$ cat src/rtl/blink_pkg.sv
// Shared types and default constants for the blink monitor slice.
package blink_pkg;

  typedef enum logic [1:0] {
    ST_IDLE,
    ST_MEASURE,
    ST_LOCKED,
    ST_LOST
  } state_t;

  localparam int DEF_CNT_W       = 16;
  localparam int DEF_SYNC_STAGES = 2;
  localparam int DEF_TOL         = 1;
  localparam int DEF_LOCK_COUNT  = 4;
  localparam int DEF_TIMEOUT     = 1000;
  localparam int DEF_FILTER_LEN  = 3;

endpackage

$ cat src/rtl/blink_monitor_if.sv
// Blink input and status bundle; master is the monitor, slave the source/consumer side.
interface blink_monitor_if
  import blink_pkg::*;
#(
  parameter int CNT_W = DEF_CNT_W
);

  logic             blink_in;
  logic             level;
  logic [CNT_W-1:0] half_period;
  logic             period_valid;
  logic             locked;
  logic             timeout;
  logic [15:0]      edge_count;

  modport master (
    input  blink_in,
    output level, half_period, period_valid, locked, timeout, edge_count
  );

  modport slave (
    output blink_in,
    input  level, half_period, period_valid, locked, timeout, edge_count
  );

endinterface

$ cat src/rtl/blink_sync.sv
// Synchronizer chain for the asynchronous blink input, with an optional glitch
// filter selected by BLINK_MONITOR_GLITCH_FILTER_EN.
module blink_sync
  import blink_pkg::*;
#(
  parameter int SYNC_STAGES = DEF_SYNC_STAGES,
  parameter int FILTER_LEN  = DEF_FILTER_LEN
) (
  input  logic clk,
  input  logic rst,
  input  logic blink_in,
  output logic level
);

  if (SYNC_STAGES < 2 || FILTER_LEN < 1) begin : g_param_err
    $error("blink_sync: SYNC_STAGES must be >= 2 and FILTER_LEN >= 1");
  end

  logic [SYNC_STAGES-1:0] sync_p0;

  always_ff @(posedge clk) begin
    if (rst) sync_p0 <= '0;
    else     sync_p0 <= {sync_p0[SYNC_STAGES-2:0], blink_in};
  end

`ifdef BLINK_MONITOR_GLITCH_FILTER_EN
  localparam int HOLD_W = $clog2(FILTER_LEN + 1);

  logic [HOLD_W-1:0] hold_cnt;
  logic              level_p1;

  // filter stage: follow the synchronized input only after it differs for FILTER_LEN cycles
  always_ff @(posedge clk) begin
    if (rst) begin
      hold_cnt <= '0;
      level_p1 <= 1'b0;
    end else if (sync_p0[SYNC_STAGES-1] == level_p1) begin
      hold_cnt <= '0;
    end else if (hold_cnt == HOLD_W'(FILTER_LEN - 1)) begin
      hold_cnt <= '0;
      level_p1 <= sync_p0[SYNC_STAGES-1];
    end else begin
      hold_cnt <= hold_cnt + HOLD_W'(1);
    end
  end

  assign level = level_p1;
`else
  assign level = sync_p0[SYNC_STAGES-1];
`endif

endmodule

$ cat src/rtl/blink_monitor.sv
// Measures half-periods of a synchronized blink signal, reports lock and loss.
// Optional glitch filter: define BLINK_MONITOR_GLITCH_FILTER_EN.
module blink_monitor
  import blink_pkg::*;
#(
  parameter int CNT_W       = DEF_CNT_W,
  parameter int SYNC_STAGES = DEF_SYNC_STAGES,
  parameter int TOL         = DEF_TOL,
  parameter int LOCK_COUNT  = DEF_LOCK_COUNT,
  parameter int TIMEOUT     = DEF_TIMEOUT,
  parameter int FILTER_LEN  = DEF_FILTER_LEN
) (
  input  logic            clk,
  input  logic            rst,
  blink_monitor_if.master bus
);

  if (LOCK_COUNT < 2 || TIMEOUT < 1 ||
      longint'(TIMEOUT) > (longint'(1) << CNT_W) - 1) begin : g_param_err
    $error("blink_monitor: LOCK_COUNT must be >= 2 and TIMEOUT in 1..2^CNT_W-1");
  end

  localparam int               RUN_W       = $clog2(LOCK_COUNT + 1);
  localparam logic [CNT_W-1:0] TIMEOUT_CNT = CNT_W'(TIMEOUT);
  localparam logic [RUN_W-1:0] LOCK_RUN    = RUN_W'(LOCK_COUNT);
  localparam logic [RUN_W-1:0] LOCK_PRE    = RUN_W'(LOCK_COUNT - 1);

  function automatic logic is_match(input logic [CNT_W-1:0] a,
                                    input logic [CNT_W-1:0] b);
    logic signed [CNT_W:0] diff;
    diff = $signed({1'b0, a}) - $signed({1'b0, b});
    if (diff < 0) diff = -diff;
    return diff <= $signed((CNT_W + 1)'(TOL));
  endfunction

  logic level_p0, level_p1, edge_p0;

  blink_sync #(
    .SYNC_STAGES (SYNC_STAGES),
    .FILTER_LEN  (FILTER_LEN)
  ) u_sync (
    .clk      (clk),
    .rst      (rst),
    .blink_in (bus.blink_in),
    .level    (level_p0)
  );

  // edge stage: compare the level with its registered copy
  always_ff @(posedge clk) begin
    if (rst) level_p1 <= 1'b0;
    else     level_p1 <= level_p0;
  end

  assign edge_p0 = level_p0 ^ level_p1;

  state_t           state;
  logic [CNT_W-1:0] cnt, half_period;
  logic [RUN_W-1:0] run;
  logic             prev_valid, period_valid, locked, timeout, match;
  logic [15:0]      edge_count;

  // half_period doubles as the previous measurement
  assign match = prev_valid && is_match(cnt, half_period);

  // measurement stage: FSM and registered outputs
  always_ff @(posedge clk) begin
    if (rst) begin
      state        <= ST_IDLE;
      cnt          <= '0;
      run          <= '0;
      prev_valid   <= 1'b0;
      half_period  <= '0;
      period_valid <= 1'b0;
      locked       <= 1'b0;
      timeout      <= 1'b0;
      edge_count   <= '0;
    end else begin
      period_valid <= 1'b0;
      if (edge_p0) begin
        edge_count <= edge_count + 16'd1;
        cnt        <= CNT_W'(1);
        unique case (state)
          ST_IDLE, ST_LOST: begin
            state      <= ST_MEASURE;
            prev_valid <= 1'b0;
            run        <= '0;
            timeout    <= 1'b0;
          end
          default: begin
            period_valid <= 1'b1;
            half_period  <= cnt;
            prev_valid   <= 1'b1;
            if (match && run >= LOCK_PRE) begin
              run    <= LOCK_RUN;
              state  <= ST_LOCKED;
              locked <= 1'b1;
            end else if (match) begin
              run <= run + RUN_W'(1);
            end else begin
              run    <= RUN_W'(1);
              state  <= ST_MEASURE;
              locked <= 1'b0;
            end
          end
        endcase
      end else if (state != ST_LOST) begin
        if (cnt == TIMEOUT_CNT) begin
          state      <= ST_LOST;
          timeout    <= 1'b1;
          locked     <= 1'b0;
          prev_valid <= 1'b0;
          run        <= '0;
        end else begin
          cnt <= cnt + CNT_W'(1);
        end
      end
    end
  end

  assign bus.level        = level_p0;
  assign bus.half_period  = half_period;
  assign bus.period_valid = period_valid;
  assign bus.locked       = locked;
  assign bus.timeout      = timeout;
  assign bus.edge_count   = edge_count;

endmodule

$ cat src/flat_wrapper.sv
// flat-port wrapper written by rule: the top's interface ports become plain ports
module blink_monitor_flat import blink_pkg::*;
#(
  parameter int CNT_W       = DEF_CNT_W,
  parameter int SYNC_STAGES = DEF_SYNC_STAGES,
  parameter int TOL         = DEF_TOL,
  parameter int LOCK_COUNT  = DEF_LOCK_COUNT,
  parameter int TIMEOUT     = DEF_TIMEOUT,
  parameter int FILTER_LEN  = DEF_FILTER_LEN
)
  (clk, rst, bus_blink_in, bus_level, bus_half_period, bus_period_valid, bus_locked, bus_timeout, bus_edge_count);
  blink_monitor_if #(.CNT_W(CNT_W)) bus_i ();
  input  logic clk;
  input  logic rst;
  input wire logic [$bits(bus_i.blink_in)-1:0] bus_blink_in;
  output wire logic [$bits(bus_i.level)-1:0] bus_level;
  output wire logic [$bits(bus_i.half_period)-1:0] bus_half_period;
  output wire logic [$bits(bus_i.period_valid)-1:0] bus_period_valid;
  output wire logic [$bits(bus_i.locked)-1:0] bus_locked;
  output wire logic [$bits(bus_i.timeout)-1:0] bus_timeout;
  output wire logic [$bits(bus_i.edge_count)-1:0] bus_edge_count;
  assign bus_i.blink_in = bus_blink_in;
  assign bus_level = bus_i.level;
  assign bus_half_period = bus_i.half_period;
  assign bus_period_valid = bus_i.period_valid;
  assign bus_locked = bus_i.locked;
  assign bus_timeout = bus_i.timeout;
  assign bus_edge_count = bus_i.edge_count;
  blink_monitor #(.CNT_W(CNT_W), .SYNC_STAGES(SYNC_STAGES), .TOL(TOL), .LOCK_COUNT(LOCK_COUNT), .TIMEOUT(TIMEOUT), .FILTER_LEN(FILTER_LEN)) u_core (.clk(clk), .rst(rst), .bus(bus_i));
endmodule
$ cat config.mk
export PLATFORM = sky130hd
export DESIGN_NAME = blink_monitor_flat
export DESIGN_NICKNAME = d
export VERILOG_FILES = /design/src/rtl/blink_pkg.sv /design/src/rtl/blink_monitor_if.sv /design/src/rtl/blink_sync.sv /design/src/rtl/blink_monitor.sv /design/src/flat_wrapper.sv
export SDC_FILE = /design/constraint.sdc
export NUM_CORES = 1
export LEC_CHECK = 0
export ABC_AREA = 1
export CORE_ASPECT_RATIO = 0.5
export CORE_MARGIN = 2
export CORE_UTILIZATION = 55
export CTS_BUF_LIST = sky130_fd_sc_hd__clkbuf_2 sky130_fd_sc_hd__clkbuf_4 sky130_fd_sc_hd__clkbuf_8
export CTS_CLUSTER_DIAMETER = 120
export DETAILED_ROUTE_END_ITERATION = 8
export PLACE_DENSITY = 0.75
export SLEW_MARGIN = 20
export SYNTH_ARGS = -nofsm -noshare
export SYNTH_HDL_FRONTEND = slang
export SYNTH_SLANG_ARGS = --single-unit
$ cat constraint.sdc
create_clock -name clk -period 3.1 [get_ports clk]
set_input_delay 0.31 -clock clk [delete_from_list [all_inputs] [get_ports clk]]
set_output_delay 0.31 -clock clk [all_outputs]
set_load 0.02 [all_outputs]
Word-level counts from Yosys, hierarchy flattened:

Index checks and enable logic that the tools add are counted.

* $add $sub $neg: 5
* multipliers: 0
* divide/modulo/power cells: 0
* magnitude comparators: 3
* equality and inequality tests: 8
* shift-type cells: 0
* mux-type cells: 28
* bitwise logic cells: 4
* reduce and logical (&&, ||, !) cells: 15

Operators by type and width (number)
* adder 16 x 1 -> 16 bit (second input constant): 2
* 2-to-1 mux 3 bit: 6
* <= comparator 17 x 2 -> 1 bit (second input constant): 1
* less-than comparator 17 x 1 -> 1 bit (second input constant): 1
* 2-to-1 mux 17 bit: 1
* negation 17 bit: 1
* subtractor 16 x 16 -> 17 bit: 1
* == test 16 x 10 -> 1 bit (second input constant): 1
* 2-to-1 mux 1 bit: 15
* 2-to-1 mux 2 bit: 6
* AND reduction 2 bit: 4
* != test 2 bit (second input constant): 3
* AND reduction 3 bit: 2
* OR reduction 2 bit: 3
* != test 4 bit (second input constant): 1
* AND reduction 4 bit: 1
* nonzero test 2 bit: 2
* adder 3 x 1 -> 3 bit (second input constant): 1
* greater-or-equal comparator 3 x 2 -> 1 bit (second input constant): 1
* != test 3 bit (second input constant): 1
* NOT 1 bit: 3
* == test 2 bit (second input constant): 1
* logical AND 1 bit: 2
* logical NOT 2 bit: 1
* other kinds (2): 2

* register bits: 60
* bits in latches: 0
* bits in writable memories: 0
* ROM bits: 0
* input port bits: 3
* output and inout bits: 36
* word-level logic and storage cells: 75
* memories: 0

Depth between registers and ports, before layout:

* word-level depth: 9
* gate-level depth with buffers: 25

Modules after synthesis:

From an unflattened synthesis, not the netlist that was laid out.

* cells, all modules: 694
* area, all modules: 4251.6 um^2

Modules (own cells, without submodules)
* blink_monitor: instances 1, cells each 688, area an instance 4196.5 um^2
* blink_sync: instances 1, cells each 6, area an instance 55.1 um^2

Least setup slack after synthesis:

Ideal clock, no wire load.

* kind: register -> register
* start: register u_core.cnt[0]
* end: register u_core.run[0]
* setup time: 0.124 ns
* data arrival time: 2.632 ns
* required time: 2.976 ns
* setup slack: 0.344 ns
* cell stages (with the launch flop): 22
* path buffers: 0
* clock period less this slack: 2.756 ns
* cell sequence: dfxtp_1 inv_1 ha_1 fa_1 ha_1 inv_1 nor2_1 nand2_1 nor2_1 nand2_1 nor2_2 nand2_1 nand2_2 nand2_1 nand2_1 nand3_1 nor2_1 nand2_1 nand2_2 nand2_2 o21ai_0 o31ai_1

* longest elaborated chain between the ends: 9
* elaborated cells on any way between the ends: 14
* classes of those cells: add/sub: 2; order compare: 2; eq/ne: 1; mux: 5; reduce/logical: 4

Ends and longest elaborated chain
* from (decl): line blink_monitor.sv:57 `logic [CNT_W-1:0] cnt, half_period;`
* from (signal assigned): line blink_monitor.sv:114 `cnt <= cnt + CNT_W'(1);`
* subtractor 16 x 16 -> 17 bit: line blink_monitor.sv:31 `diff = $signed({1'b0, a}) - $signed({1'b0, b});`
* negation 17 bit or less-than comparator 17 x 1 -> 1 bit (tied branches): line blink_monitor.sv:32 `if (diff < 0) diff = -diff;`
* 2-to-1 mux 17 bit: line blink_monitor.sv:32
* <= comparator 17 x 2 -> 1 bit: line blink_monitor.sv:33 `return diff <= $signed((CNT_W + 1)'(TOL));`
* logical AND 1 bit: line blink_monitor.sv:63 `assign match = prev_valid && is_match(cnt, half_period);`
* 2-to-1 mux 3 bit or logical AND 1 bit (tied branches): line blink_monitor.sv:97, blink_monitor.sv:93
* 2-to-1 mux 3 bit: line blink_monitor.sv:93 `if (match && run >= LOCK_PRE) begin`
* 2-to-1 mux 3 bit: line blink_monitor.sv:82 `unique case (state)`
* 2-to-1 mux 3 bit: line blink_monitor.sv:79 `if (edge_p0) begin`
* to (signal assigned): line blink_monitor.sv:98 `run <= run + RUN_W'(1);`
* to (decl): line blink_monitor.sv:58 `logic [RUN_W-1:0] run;`

Parallel ways exist; a longest one is shown, timed or not.
A chain may end at the register's enable or synchronous reset.

Worst setup path in the final report:

* start: register u_core.cnt[0]
* end: register u_core.state[0]

* longest elaborated chain between the ends: 9
* elaborated cells on any way between the ends: 14
* classes of those cells: add/sub: 2; order compare: 2; eq/ne: 2; mux: 4; reduce/logical: 4

Ends and longest elaborated chain
* subtractor 16 x 16 -> 17 bit: line blink_monitor.sv:31
* negation 17 bit or less-than comparator 17 x 1 -> 1 bit (tied branches): line blink_monitor.sv:32
* 2-to-1 mux 17 bit: line blink_monitor.sv:32
* <= comparator 17 x 2 -> 1 bit: line blink_monitor.sv:33
* logical AND 1 bit: line blink_monitor.sv:63
* logical AND 1 bit: line blink_monitor.sv:93
* 2-to-1 mux 2 bit: line blink_monitor.sv:93
* 2-to-1 mux 2 bit: line blink_monitor.sv:82
* 2-to-1 mux 2 bit: line blink_monitor.sv:79
* to (signal assigned): line blink_monitor.sv:84 `state <= ST_MEASURE;`
* to (signal assigned): line blink_monitor.sv:95 `state <= ST_LOCKED;`
* to (signal assigned): line blink_monitor.sv:101 `state <= ST_MEASURE;`
* to (decl): line blink_monitor.sv:56 `state_t state;`

Parallel ways exist; a longest one is shown, timed or not.

==> metrics.md <==
| Metric | Value |
|---|---|
| Yosys top cell by area | dfxtp_1 |
| CP Max Fanout | 5 |
| CP Launch Point | u_core.cnt[0] |
| Die width | around 130 microns |
| Die area | around 8400 sq um |
| Worst Hold End | u_core.u_sync.sync_p0[1] |
| Number of stages on the worst setup path | 21 |
| CTS tree | done |
| Sequential-to-total area share from yosys stat | between 20% and 30% |
| Critical Path End Type | flop |
| Hold Crit Depth | 2 |
| Placer Congestion | 0.9072 |
| Critical-path cell list | inv_4 -> ha_4 -> fa_2 -> nand2_2 -> nor2_4 -> nand3_2 -> nor2_2 -> nand3_2 -> nor2_4 -> nand2_2 -> nand2_4 -> nand3_1 -> nand2_1 -> nand2_1 -> nor2_1 -> nand2_1 -> nand2_2 -> nand4_1 -> nand2_1 -> nand2_1 -> a21oi_2 |
| DR iter-0 viols | roughly 290 |
| Count leader, synth | nand2_1 |
| Max Transition Viols Final | 0 |
| Sink Count | 60 |
| Layout cell share with drive strength beyond 1 | 13.99% |
| CTS Buf Count | 9 |
| Vias per cell | slightly above 5 |
| Min-delay worst type | reg -> reg |
| N_diodes | 0 |
| R2r startpoint | u_core.cnt[0] |
| Post-Syn Area per Cell | 6.275 sq um |
| Largest net degree at the start of global routing | 31 |
| Synth warnings | 0 |
| Setup Viol. Count Final | 0 |
| GRT overflow | 0 |
| Min Tclk post-route | 2979 ps |
| Synth area leaders | dfxtp_1 28%, nand2_1 16%, inv_1 10%, ha_1 6.8%, nand3_1 6.5% |
| Cell mode on critical path | nand2_1 |
| CP arrival | roughly 3300 ps |
| Synth Register Bits | 60 |
| Hold_sp | u_core.u_sync.sync_p0[0] |
| Worst Max-Slew Pin Slew | about 630 ps |
| Worst-path clk slew | around 60 ps |
| GRT Total Usage | about a quarter |
| Final instance area | between 5000 and 6000 sq um |
| Cell variety after synth | 37 |
| CP startpoint kind | flop |
| Antenna violations before repair | 0 |
| Synth top cells by count | 176 x nand2_1, 115 x inv_1, 60 x dfxtp_1 |
| Worst path required time | 3380 ps |
| RSZ-0062 raised after global routing | true |
| RR Endpoint | u_core.state[0] |
| Leak | 2.373 nW |
| Final period util | a little over nine tenths |
| Post-synth top area share | 28.40% |
| Core area | 7377 sq um |
| CP top delay family | simple AND/OR/NAND/NOR gates |
| IO Count | 39 |
| Row Count | 22 |
| Max-cap violations | 0 |
| Setup slack after placement | ~2.8 ps |
| Final Util | between 60% and 70% |
| Max Clock Skew | a little over 10 ps |
| Initial Util | roughly 57% |
| Synthesized cell area | 4229 sq um |
| Setup ws final | ~120 ps |
| Status | finished, final reports clean |
| Pre-Repair DR Iteration Count | 5 |
| Fin nets | 758 |
| Final hold violation count | 0 |
| Worst vdd ir | about 0.32 mV |
| Clock buffer depth | 2 |
| DRC | 0 |
| Wire length per cell | 12.50 microns |
| Number of global-route vias before repair | about 4,000 |
| Placed cell area | 4771 sq um |
| Reg2reg path depth | 21 |
| DPL Wire Length | approximately 7700 microns |
| Final antenna-violating net count | 0 |
| CP Class | reg -> reg |
| CP Buf/Inv Count | 1 |
| Synth async-reset ratio | 0% |
| Syn Nets | 701 |
| Prevailing post-synth register cell | dfxtp_1 |
| Global-route wire length before repair | roughly 17,000 microns |
| Relative slew margins | between 50 and 60% |
| IO Port Bufs | 38 |
| PD cells | about 470 nW/um^2 |
| Drt total wl | ~10,000 microns |
| Post-Syn Instances | around 670 |
| WHS | between 400 and 500 ps |
| Clk root buf | clkbuf_8 |
| Clk_lat worst skew | between 300 and 400 ps |
| H-tree Lvls | 3 |
| Total vias in the final route | 4,295 |
| F_max | 0.3356 GHz |
| CP max-delay cell | fa_2 |
| R2R Setup Slk | 120 ps |
| Final TNS setup | 0 ps |
| Die H | 66.01 microns |
| Layout area overhead | 21.80% |
| CP peak stage delay | just under 600 ps |
| EDFF count, synth | 0 |
[cell type report]
cell class | count | area, sq um
fill | 669 | 2226
timing repair buffer | 57 | 523.0
sequential | 60 | 1202
tap | 96 | 120.1
multi-input combinational | 485 | 2669
clock buffer | 10 | 131.4
clock inverter | 6 | 55.05
inverter | 118 | 450.4
[repair_timing]
action | in CTS | in global routing
gates cloned | 0 | 0
buffers inserted | 0 | 4
setup endpoints to repair | 1 | 6
pin swaps | 4 | 28
hold buffers | 0 | 0
resized for setup | 3 | 44
[flip-flops by register name, summed over array words and instances (netlist names)]
| name | flops |
|---|---|
| u_core.bus.locked | 1 |
| u_core.state | 2 |
| u_core.bus.timeout | 1 |
| u_core.run | 3 |
| u_core.bus.half_period | 16 |
| u_core.bus.period_valid | 1 |
| u_core.u_sync.sync_p0 | 2 |
| u_core.prev_valid | 1 |
| u_core.bus.edge_count | 16 |
| u_core.cnt | 16 |
| u_core.level_p1 | 1 |
[per-stage QoR]
stage / cells / power [W]
after CTS: 828 / 0.002339
after global routing: 832 / 0.002616
after global placement: 812 / 0.001657
after detailed placement: 812 / 0.001671
final: 832 / 0.002446
after floorplan: 674 / 0.001517
[power by group]
group / leakage, nW / internal [W] / switching (W) / total [W]
clock network: 0.103 / 0.000373 / 0.000301 / 0.000674
registers: 0.486 / 0.000789 / 0.0000126 / 0.000802
logic: 1.78 / 0.000356 / 0.000614 / 0.000970
[kinds of logic (layout without fill, tap and decap cells)]
| kind of cell | count (synthesis) | in the layout | share of synthesized area, % |
|---|---|---|---|
| AOI/OAI and AO/OA | 101 | 101 | 12.81 |
| and+or+nand+nor | 356 | 356 | 38.34 |
| xor gates and xnor gates | 4 | 4 | 1.006 |
| buffers and inverters | 129 | 191 | 12.16 |
| adders and majority gates | 24 | 24 | 7.278 |
| DFF | 60 | 60 | 28.40 |
[metal layers]
layer | vias up | track usage [%] | part of all wire (%)
met3 | 7 | 5.340 | 4.9
met1 | 1938 | 32.77 | 50
met4 | 0 | 5.357 | 0.75
met2 | 85 | 45.05 | 44
met5 | - | 0 | 0
li1 | 2265 | - | -
[placed cells by master, fill, tap and decap left out, types with 13 or more instances in the layout]
master           netlist  layout
clkdlybuf4s50_1        0      38
nor2_1                51      46
nand2_2               13      19
nand3_1               55      50
nand2_1              176     168
nand4_1               13      13
ha_1                  23      18
buf_4                  0      19
a21oi_1               53      49
inv_1                115     113
nor3_1                17      17
dfxtp_1               60      59
o21ai_0               35      33
[worst max path at each step]
stage,endpoint,slack [ps]
after floorplan,u_core.run[0],340
after global placement,u_core.run[0],100
after global routing,u_core.state[0],-90
after CTS,u_core.state[0],0.5
final,u_core.state[0],120
after detailed placement,u_core.run[0],3
[worst register-to-register path, stage by stage (launching register included)]
cell and delay, ps:
dfxtp_2 350, inv_4 50, ha_4 160, fa_2 590, nand2_2 80, nor2_4 90
nand3_2 90, nor2_2 160, nand3_2 110, nor2_4 140, nand2_2 80, nand2_4 90
nand3_1 70, nand2_1 60, nand2_1 40, nor2_1 110, nand2_1 80, nand2_2 120
nand4_1 120, nand2_1 120, nand2_1 70, a21oi_2 120
(Power assumes the default switching activity.)
